[config.mk]
export PLATFORM = sky130hd
export DESIGN_NAME = reg_display_scanner
export DESIGN_NICKNAME = d
export VERILOG_FILES = /design/src/rtl/reg_display_scanner.sv
export SDC_FILE = /design/constraint.sdc
export NUM_CORES = 1
export LEC_CHECK = 0
export ABC_AREA = 1
export ABC_CLOCK_PERIOD_IN_PS = 1850
export CORE_MARGIN = 2
export CORE_UTILIZATION = 44
export CTS_BUF_LIST = sky130_fd_sc_hd__clkbuf_8
export DETAILED_ROUTE_END_ITERATION = 10
export DONT_BUFFER_PORTS = 1
export SYNTH_ARGS = -nofsm -noshare
export SYNTH_HDL_FRONTEND = slang
export SYNTH_SLANG_ARGS = --single-unit
[constraint.sdc]
create_clock -name clk -period 1.85 [get_ports clk]
set_input_delay 0.555 -clock clk [delete_from_list [all_inputs] [get_ports clk]]
set_output_delay 0.555 -clock clk [all_outputs]
set_load 0.05 [all_outputs]
[src/rtl/reg_display_scanner.sv]
// Register viewer front end: picks x0..x31 by key or auto-scan, reads it from a spare RF port, latches it for display.
// Build option SKIP_X0_EN: excludes x0, index range becomes 1..31.
//
// state  | meaning
// S_IDLE | waiting for a pending read request
// S_REQ  | read strobe cycle, address and index snapshot presented
// S_WAIT | extra read latency cycles (RD_LAT >= 2)
// S_CAP  | rf_rdata valid, captured into hex_val/disp_idx
module reg_display_scanner #(
   parameter int DEBOUNCE_CYC = 500000,
   parameter int REFRESH_CYC  = 5000000,
   parameter int SCAN_CYC     = 50000000,
   parameter int RD_LAT       = 1
) (
   input  logic        clk,
   input  logic        rst,
   input  logic        key_next,
   input  logic        key_prev,
   input  logic        auto_en,
   input  logic [31:0] rf_rdata,
   output logic [4:0]  rf_raddr,
   output logic        rf_rd_en,
   output logic [31:0] hex_val,
   output logic [3:0]  idx_tens,
   output logic [3:0]  idx_ones,
   output logic        disp_en
);

`ifdef SKIP_X0_EN
   localparam logic [4:0] IDX_MIN = 5'd1;
`else
   localparam logic [4:0] IDX_MIN = 5'd0;
`endif

   localparam int DB_W   = (DEBOUNCE_CYC > 1) ? $clog2(DEBOUNCE_CYC) : 1;
   localparam int REF_W  = (REFRESH_CYC > 1) ? $clog2(REFRESH_CYC) : 1;
   localparam int SCAN_W = (SCAN_CYC > 1) ? $clog2(SCAN_CYC) : 1;

   localparam logic [DB_W-1:0]   DB_LOAD   = DB_W'(DEBOUNCE_CYC - 1);
   localparam logic [REF_W-1:0]  REF_LOAD  = REF_W'((REFRESH_CYC > 0) ? REFRESH_CYC - 1 : 0);
   localparam logic [SCAN_W-1:0] SCAN_LOAD = SCAN_W'(SCAN_CYC - 1);
   localparam logic [1:0]        WAIT_LOAD = 2'((RD_LAT >= 2) ? RD_LAT - 2 : 0);

   typedef enum logic [1:0] {S_IDLE, S_REQ, S_WAIT, S_CAP} state_t;

   state_t            state, state_nxt;
   logic [1:0]        key_raw, sync_a, sync_b, deb, deb_q;
   logic [DB_W-1:0]   db_cnt [2];
   logic              step_n, step_p, key_step;
   logic [SCAN_W-1:0] scan_cnt;
   logic              scan_tick;
   logic [REF_W-1:0]  ref_cnt;
   logic              ref_tick;
   logic [4:0]        idx, idx_nxt, req_idx, disp_idx;
   logic              idx_chg, pending;
   logic [1:0]        wait_cnt;
   logic              start_req, cap_now;
   logic [4:0]        ones_w;

   assign key_raw = {key_prev, key_next};

   // Released level (1) is the idle state of both synchronizer and debouncer.
   always_ff @(posedge clk or negedge rst) begin
      if (!rst) begin
         sync_a    <= 2'b11;
         sync_b    <= 2'b11;
         deb       <= 2'b11;
         deb_q     <= 2'b11;
         db_cnt[0] <= DB_LOAD;
         db_cnt[1] <= DB_LOAD;
      end else begin
         sync_a <= key_raw;
         sync_b <= sync_a;
         deb_q  <= deb;
         for (int k = 0; k < 2; k++) begin
            if (sync_b[k] == deb[k]) begin
               db_cnt[k] <= DB_LOAD;
            end else if (db_cnt[k] == '0) begin
               deb[k]    <= sync_b[k];
               db_cnt[k] <= DB_LOAD;
            end else begin
               db_cnt[k] <= db_cnt[k] - DB_W'(1);
            end
         end
      end
   end

   assign step_n    = deb_q[0] & ~deb[0];
   assign step_p    = deb_q[1] & ~deb[1];
   assign key_step  = step_n | step_p;
   assign scan_tick = auto_en & (scan_cnt == '0) & ~key_step;
   assign ref_tick  = (REFRESH_CYC != 0) && (ref_cnt == '0) && !cap_now;

   always_comb begin
      idx_nxt = idx;
      idx_chg = 1'b0;
      if (step_n && !step_p) begin
         idx_nxt = (idx == 5'd31) ? IDX_MIN : idx + 5'd1;
         idx_chg = 1'b1;
      end else if (step_p && !step_n) begin
         idx_nxt = (idx == IDX_MIN) ? 5'd31 : idx - 5'd1;
         idx_chg = 1'b1;
      end else if (scan_tick) begin
         idx_nxt = (idx == 5'd31) ? IDX_MIN : idx + 5'd1;
         idx_chg = 1'b1;
      end
   end

   always_comb begin
      state_nxt = state;
      start_req = 1'b0;
      cap_now   = 1'b0;
      case (state)
         S_IDLE: begin
            if (pending) begin
               start_req = 1'b1;
               state_nxt = S_REQ;
            end
         end
         S_REQ: begin
            if (RD_LAT == 0) begin
               cap_now   = 1'b1;
               state_nxt = S_IDLE;
            end else if (RD_LAT == 1) begin
               state_nxt = S_CAP;
            end else begin
               state_nxt = S_WAIT;
            end
         end
         S_WAIT: begin
            if (wait_cnt == 2'd0) state_nxt = S_CAP;
         end
         S_CAP: begin
            cap_now   = 1'b1;
            state_nxt = S_IDLE;
         end
         default: state_nxt = S_IDLE;
      endcase
   end

   always_ff @(posedge clk or negedge rst) begin
      if (!rst) begin
         state    <= S_IDLE;
         idx      <= IDX_MIN;
         req_idx  <= IDX_MIN;
         disp_idx <= IDX_MIN;
         pending  <= 1'b1;
         scan_cnt <= SCAN_LOAD;
         ref_cnt  <= REF_LOAD;
         wait_cnt <= 2'd0;
         rf_raddr <= 5'd0;
         rf_rd_en <= 1'b0;
         hex_val  <= 32'd0;
         disp_en  <= 1'b0;
      end else begin
         state    <= state_nxt;
         idx      <= idx_nxt;
         rf_rd_en <= start_req;

         // A new request during an in-flight read must survive the IDLE->REQ clear.
         if (idx_chg || ref_tick) pending <= 1'b1;
         else if (start_req)      pending <= 1'b0;

         if (!auto_en || key_step || scan_cnt == '0) scan_cnt <= SCAN_LOAD;
         else                                         scan_cnt <= scan_cnt - SCAN_W'(1);

         if (REFRESH_CYC != 0) begin
            if (cap_now || ref_cnt == '0) ref_cnt <= REF_LOAD;
            else                          ref_cnt <= ref_cnt - REF_W'(1);
         end

         if (state == S_REQ)                           wait_cnt <= WAIT_LOAD;
         else if (state == S_WAIT && wait_cnt != 2'd0) wait_cnt <= wait_cnt - 2'd1;

         if (start_req) begin
            rf_raddr <= idx;
            req_idx  <= idx;
         end

         if (cap_now) begin
            hex_val  <= rf_rdata;
            disp_idx <= req_idx;
            disp_en  <= 1'b1;
         end
      end
   end

   always_comb begin
      idx_tens = 4'd0;
      ones_w   = disp_idx;
      if (disp_idx >= 5'd30) begin
         idx_tens = 4'd3;
         ones_w   = disp_idx - 5'd30;
      end else if (disp_idx >= 5'd20) begin
         idx_tens = 4'd2;
         ones_w   = disp_idx - 5'd20;
      end else if (disp_idx >= 5'd10) begin
         idx_tens = 4'd1;
         ones_w   = disp_idx - 5'd10;
      end
      idx_ones = ones_w[3:0];
   end

endmodule

# Word-level counts from Yosys, hierarchy flattened
# Index checks and enable logic that the tools add are counted.
[totals]
inputBits = 37
ff_bits = 149
[op_classes]
n_mux = 30
order_cmp = 3
eq_ne = 8
n_reduce_logical = 26
bitwise = 10
addsub = 10
[op_table]
columns = ["op", "count"]
rows = [
  ["$mux W19", 4],
  ["$logic_not A19 Y1", 2],
  ["$sub A19 B1 Y19 const B", 2],
  ["$logic_not A26 Y1", 1],
  ["$mux W26", 1],
  ["$sub A26 B1 Y26 const B", 1],
  ["$mux W5", 5],
  ["$logic_not A23 Y1", 1],
  ["$mux W23", 1],
  ["$sub A23 B1 Y23 const B", 1],
  ["$mux W2", 6],
  ["$mux W4", 3],
  ["$ge A5 B5 Y1 const B", 2],
  ["$mux W1", 9],
  ["$pmux W2 S4", 1],
  ["$sub A4 B4 Y4 const B", 2],
  ["$reduce_and A2 Y1", 3],
  ["$reduce_bool A2 Y1", 3],
  ["$add A5 B1 Y5 const B", 1],
  ["$eq A5 B5 Y1 const B", 1],
  ["$ge A5 B4 Y1 const B", 1],
  ["$logic_not A5 Y1", 1],
  ["$not A1 Y1", 5],
  ["$sub A5 B1 Y5 const B", 1],
  ["13 further kinds", 29],
]

# Logic depth before layout (Yosys ltp)
# Gate-level depths: netlist of the first run.
[logic_depth]
ltp_word = 10
mapped_depth = 10
depth_no_buf = 10

# Least setup slack after synthesis of the first run
# OpenSTA, ideal clock, no wires.
[synth_path]
path_type = "register to output"
start = "reg disp_idx[2]"
end = "out idx_ones[3]"
slack_ns = -0.836
n_path_buf = 0
stages_incl_launch_ff = 6
arrival_ns = 2.131
path_cell_list = "dfrtp_1 -> ha_1 -> nand2_1 -> o21ai_0 -> inv_1 -> o21ai_0"
[synth_between]
elab_chain_len = 4
[synth_lines]
columns = ["item", "line_no", "rtl"]
rows = [
  ["from (decl)", "54", "logic [4:0] idx, idx_nxt, req_idx, disp_idx;"],
  ["from (signal assigned)", "182", "disp_idx <= req_idx;"],
  ["$sub A4 B4 Y4 / $ge A5 B4 Y1 (equally long branches)", "199, 197", ""],
  ["$mux W4", "197", "end else if (disp_idx >= 5'd10) begin"],
  ["$mux W4", "194", "end else if (disp_idx >= 5'd20) begin"],
  ["$mux W4 (*)", "191", "if (disp_idx >= 5'd30) begin"],
  ["to (decl)", "25", "output logic [3:0] idx_ones,"],
]
# Every way passes the cells marked *; elsewhere a longest branch is shown, timed or not.

# Worst setup path in the final report of the first run
[layout_path]
start = "reg disp_idx[2]"
end = "out idx_ones[1]"
[layout_between]
elab_chain_len = 4
[layout_lines]
columns = ["item", "line_no"]
rows = [
  ["$ge A5 B4 Y1", "197"],
  ["$mux W4", "197"],
  ["$mux W4", "194"],
  ["$mux W4 (*)", "191"],
]
# Marks and branches as above.

==> impl_metrics.py, run 1 <==
metrics = {
    "yosys": {
        "synth_top_area_share_pct": 28.45,
        "synthTopCellsByArea": "dfrtp_1 28%, dfstp_2 21%, nand2_1 13%",
        "synth_largest_area_cell": "dfrtp_1",
        "syn_avg_cell_area_um2": 8.230,
        "syn_area_um2": 7654,
        "synth_ff_type": "dfrtp_1",
        "yosysWarningCount": 0,
        "synth_seq_cells": 149,
        "synth_edf_count": 0,
        "ys_types": 40,
        "synth_seq_area_share_pct": 49.73,
        "synthCells": 930,
        "synthArstFlopShare_pct": 100.0,
    },
    "clock_tree": {
        "cts_sinks": 149,
        "cts_buffer_depth": 2,
        "htree_levels": 4,
        "clockRootBuffer": "clkbuf_8",
        "cts_tree": "yes",
        "clock_latency_ns": 0.45,
        "cts.reportedPaths.clkPinSlew_ns": 0.09,
        "cts_made_buffers": 17,
    },
    "power_and_ir_drop": {
        "combPwrFrac_pct": 2.0,
        "power_density_nw_per_um2": 708.6,
        "peakVddDrop_mv": 0.3971,
        "p_int_mw": 4.495,
        "seq_power_share_pct": 57.1,
        "power.share.switching_pct": 26.67,
        "totalPowerFinal_mw": 6.130,
        "switchingPower_mw": 1.635,
        "p_clk_share_pct": 40.9,
        "p_leak_nw": 3.991,
    },
    "critical_path": {
        "crit_path_end_kind": "primary output",
        "path_delay_family": "flip-flops",
        "r2r_start": "scan_cnt[0]",
        "path_common_cell": "nand2_2",
        "cp.required_ns": 1.29,
        "slowest_stage": "dfrtp_2",
        "slowest_delay_ns": 0.44,
        "crit_type": "flip-flop to primary output",
        "cp.arrival_ns": 1.92,
        "start_kind": "flip-flop",
        "cp_max_fo": 5,
        "crit_path_cell_trace": "inv_4 -> ha_4 -> nand2_2 -> nand2_2 -> nand2_2 -> nand2_2 -> a21oi_4 -> xor2_4 -> buf_12",
        "crit_start": "disp_idx[2]",
        "crit_buf_inv": 2,
        "r2r_slack_ns": 0.19,
    },
    "routing": {
        "via_per_inst": 4.825,
        "drcViolationCount": 0,
        "vias": 5790,
        "drt-total-wl_um": 14830,
        "dr.first_iter.drc_count": 266,
        "wire_per_inst_um": 12.36,
        "drt_first_pass_iters": 4,
        "ant_nets": 0,
    },
    "placement": {
        "dpl.hpwl_um": 10500,
        "gp_congestion": 0.8610,
        "post-place-ws_ns": -0.2064,
        "io_buffers": 0,
    },
    "layout": {
        "drive_gt1_share_pct": 20.94,
        "nets": 1018,
        "area_growth_syn_to_layout_pct": 13.03,
        "fillers": 1647,
        "multi_input_area_um2": 3558,
        "seq_area_um2": 3809,
        "final_cell_mix": "258 x nand2_1, 134 x nor2_1, 85 x dfrtp_1",
        "layout_commonest_cell": "nand2_1",
    },
    "timing": {
        "hold_ws_ns": -0.2089,
        "worst_pin_slew_ns": 0.5391,
        "setup_viol": 5,
        "setup_ws_ns": -0.6296,
        "grt_setup_unrepaired": "true",
        "fmax_mhz": 403.3,
        "relSlewSlack_pct": 64.06,
        "fin_crit_ns": 2.480,
        "drv_slew": 0,
        "fin_setup_tns_ns": -2.777,
        "post-route-period-util_pct": 134.0,
        "hold_viol_final": 91,
        "clock_skew_ns": 0.01002,
    },
    "grt": {
        "grt_pass1_vias": 5468,
        "grt_pass1_wl_um": 25160,
        "grt_max_degree": 150,
        "grt_overflow_total": 0,
        "grt_usage_pct": 16.83,
        "antenna_found_initial": 1,
    },
    "run": {
        "maxCapViolCount": 0,
    },
    "run_status": {
        "outcome": "complete, but fails checks",
        "violations": "hold timing, setup timing",
    },
    "min_path": {
        "worstHoldPathType": "input port to asynchronous set/reset pin",
    },
    "die": {
        "rows": 48,
        "die-area_um2": 18470,
        "core_region_area_um2": 17180,
        "die_w_um": 135.9,
        "start_util_pct": 44.56,
        "die_h_um": 135.9,
        "pin_count": 84,
    },
}
-- cell families after synthesis --
kind of cell	after synthesis	share of synthesized area [%]
XOR/XNOR	44	5.035
AND/OR/NAND/NOR	546	32.03
other	1	0.04900
AO/OA/AOI/OAI	62	4.103
buffers and inverters	108	5.787
adder cells (fa/ha/maj)	20	3.270
flip-flops	149	49.73
-- metal layers --
metal	track usage [%]	wire length [µm]	vias to the layer above
li1	-	-	2986
met1	22.34	6934	2690
met2	26.46	6920	91
met3	4.549	673	23
met4	6.308	304	0
met5	0	0	-
-- registers in the layout, summed over array words and instances (netlist names) --
register  flops
db_cnt       38
deb           2
deb_q         2
disp_en       1
disp_idx      5
hex_val      32
idx           5
pending       1
ref_cnt      23
req_idx       5
rf_rd_en      1
scan_cnt     26
state         2
sync_a        2
sync_b        2
wait_cnt      2
-- final cells by class --
type,count,share of cell area [%]
tap,225,3.254
clock inverter,15,1.837
inverter,91,4.064
multi-input combinational,674,41.13
antenna,1,0.02893
sequential,149,44.03
clock buffer,17,2.705
timing repair buffer,28,2.951
-- worst register-to-register path: cells and delay by family, from the launching register on --
family / cells / cell delay, ns
adder cells (fa/ha/maj): 1 / 0.24
AND/OR/NAND/NOR: 8 / 0.88
flip-flops: 1 / 0.38
buffers and inverters: 1 / 0.10
-- timing repair --
action	CTS	global route
pin swaps	5	1
resized for setup	10	7
hold endpoints to repair	149	149
buffers inserted	4	0
endpoints found under the setup margin	5	10
-- path summary, 6_finish.rpt --
path | end | depth (start not counted)
max in group asynchronous | scan_cnt[25] | 0
setup reg to reg | idx[2] | 10
hold reg to reg | sync_b[0] | 0
hold / removal | db_cnt[5] | 0
min in group clk | sync_a[0] | 0
setup / recovery | idx_ones[1] | 9
-- synth_stat cells (13+ instances only) --
master	number
o21ai_0	33
nand2_1	265
xor2_1	29
nand4_1	13
ha_1	20
inv_1	83
nand3_1	59
nor2_1	134
dfstp_2	62
nor2_2	15
a21oi_1	21
xnor2_1	15
dfrtp_1	87
-- metrics by stage --
stage / util [%] / std cells / cell area (µm²)
CTS: 50.22 / 1199 / 8626
finish: 50.36 / 1200 / 8651
global placement: 47.52 / 1163 / 8163
floorplan: - / 931 / 7762
global route: 50.35 / 1199 / 8648
detailed placement: 47.52 / 1163 / 8163
-- power by group through the flow --
stage | clock network (mW) | logic [mW] | registers, mW
5_1_grt | 2.70 | 0.145 | 3.51
4_1_cts | 2.59 | 0.125 | 3.50
2_1_floorplan | 0 | 0.105 | 3.55
3_3_place_gp | 0 | 0.122 | 3.56
3_5_place_dp | 0 | 0.125 | 3.56
6_report | 2.51 | 0.123 | 3.50
(Power assumes the default switching activity.)
==> run 2, diff against run 1 <==
Settings changed: SETUP_SLACK_MARGIN set to 0.15.
==> impl_metrics.py, run 2 (same netlist as run 1, synthesis figures left out) <==
metrics = {
    "run_status": {
        "outcome": "complete, but fails checks",
        "violations": "hold timing, setup timing",
    },
    "die": {
        "pin_count": 84,
        "core_region_area_um2": 17180,
        "rows": 48,
        "start_util_pct": 44.56,
        "die-area_um2": 18470,
        "die_h_um": 135.9,
        "die_w_um": 135.9,
    },
    "layout": {
        "top_register": "db_cnt",
        "drive_gt1_share_pct": 25.13,
        "fin_util_pct": 50.82,
        "final_cell_mix": "257 x nand2_1, 132 x nor2_1, 78 x inv_1",
        "layout_commonest_cell": "nand2_1",
        "largest_reg_flops": 38,
        "nets": 1019,
        "largest_registers": "db_cnt (38), hex_val (32), scan_cnt (26)",
        "area_growth_syn_to_layout_pct": 14.04,
        "diodes": 0,
    },
    "clock_tree": {
        "cts_made_buffers": 17,
        "cts_buffer_depth": 2,
        "cts_tree": "yes",
        "clockRootBuffer": "clkbuf_8",
        "cts_sinks": 149,
        "cts.reportedPaths.clkPinSlew_ns": 0.09,
        "htree_levels": 4,
        "clock_latency_ns": 0.47,
    },
    "routing": {
        "wire_per_inst_um": 12.29,
        "dr.first_iter.drc_count": 274,
        "ant_nets": 0,
        "drt-total-wl_um": 14750,
        "via_per_inst": 4.775,
        "drt_first_pass_iters": 6,
        "drcViolationCount": 0,
        "vias": 5730,
    },
    "grt": {
        "grt_pass1_vias": 5529,
        "grt_max_degree": 150,
        "grt_pass1_wl_um": 25160,
        "grt_usage_pct": 16.89,
        "grt_overflow_total": 0,
        "antenna_found_initial": 1,
    },
    "timing": {
        "fin_crit_ns": 2.452,
        "drv_slew": 0,
        "post-route-period-util_pct": 132.6,
        "grt_setup_unrepaired": "true",
        "hold_ws_ns": -0.2030,
        "fmax_mhz": 407.8,
        "setup_ws_ns": -0.6023,
        "clock_skew_ns": 0.01595,
        "hold_viol_final": 100,
        "setup_viol": 5,
    },
    "placement": {
        "post-place-ws_ns": -0.1586,
        "dpl.hpwl_um": 10390,
        "io_buffers": 0,
        "gp_congestion": 0.8348,
    },
    "critical_path": {
        "crit_type": "flip-flop to primary output",
        "path_common_cell": "nand2_1",
        "cp.required_ns": 1.29,
        "start_kind": "flip-flop",
        "cp.arrival_ns": 1.90,
        "crit_buf_inv": 2,
        "slowest_delay_ns": 0.44,
        "path_delay_family": "flip-flops",
        "crit_path_cell_trace": "inv_4 -> ha_4 -> nand2_1 -> nand2_1 -> nand2_1 -> nand2_2 -> a21oi_4 -> xor2_4 -> buf_12",
        "crit_path_end_kind": "primary output",
        "cp_max_fo": 5,
        "slowest_stage": "dfrtp_2",
    },
    "power_and_ir_drop": {
        "power_density_nw_per_um2": 687.2,
        "p_leak_nw": 3.949,
        "peakVddDrop_mv": 0.4042,
    },
    "run": {
        "maxCapViolCount": 0,
    },
    "min_path": {
        "worstHoldPathType": "input port to asynchronous set/reset pin",
    },
}
## run 2: through the flow
step / area [µm²] / TNS [ns] / total power, mW / std cells
2_1_floorplan: 7767 / -0.3285 / 3.652 / 931
3_3_place_gp: 8175 / -0.4940 / 3.680 / 1164
3_5_place_dp: 8175 / -0.5402 / 3.682 / 1164
4_1_cts: 8589 / -3.037 / 6.092 / 1197
5_1_grt: 8728 / -3.388 / 6.252 / 1200
6_report: 8728 / -2.721 / 5.998 / 1200
## run 2: what timing repair did
action	4_1_cts	5_1_grt
resized for setup	20	43
pin swaps	8	7
setup endpoints to repair	22	75
buffers inserted	1	3
endpoints found under the hold margin	149	149
## run 2: cell type report
type                            instances  area, µm²
Fill cell                            1663       8448
Sequential cell                       149       3854
Multi-Input combinational cell        674       3607
Inverter                               91      356.6
Tap cell                              225      281.5
Timing Repair Buffer                   29      262.8
Clock buffer                           17      234.0
Clock inverter                         15      132.6
## run 2: where the power goes
part           internal [mW]  total, mW  switching, mW  leakage [nW]
sequential              3.34       3.51          0.170          1.75
combinational         0.0462      0.131         0.0851          2.02
clock                  0.980       2.36           1.38         0.179
## run 2: worst paths after layout
path,cells after the start,slack (ns),endpoint,startpoint
worst max-delay path,9,-0.60,idx_ones[1],disp_idx[2]
worst min-delay path,0,-0.20,db_cnt[5],rst
worst max register to register,8,0.25,ref_cnt[10],ref_cnt[0]
worst min register to register,0,0.36,sync_b[1],sync_a[1]
max in group asynchronous,0,1.67,ref_cnt[4],rst
min in group clk,0,0.08,sync_a[0],key_next
## run 2: per-layer routing
metal,track usage [%],vias up,share of wire [%]
met5,0,-,0.11
met4,6.771,2,1.7
met3,4.213,24,3.8
met2,26.74,80,46
met1,22.32,2628,48
li1,-,2996,-
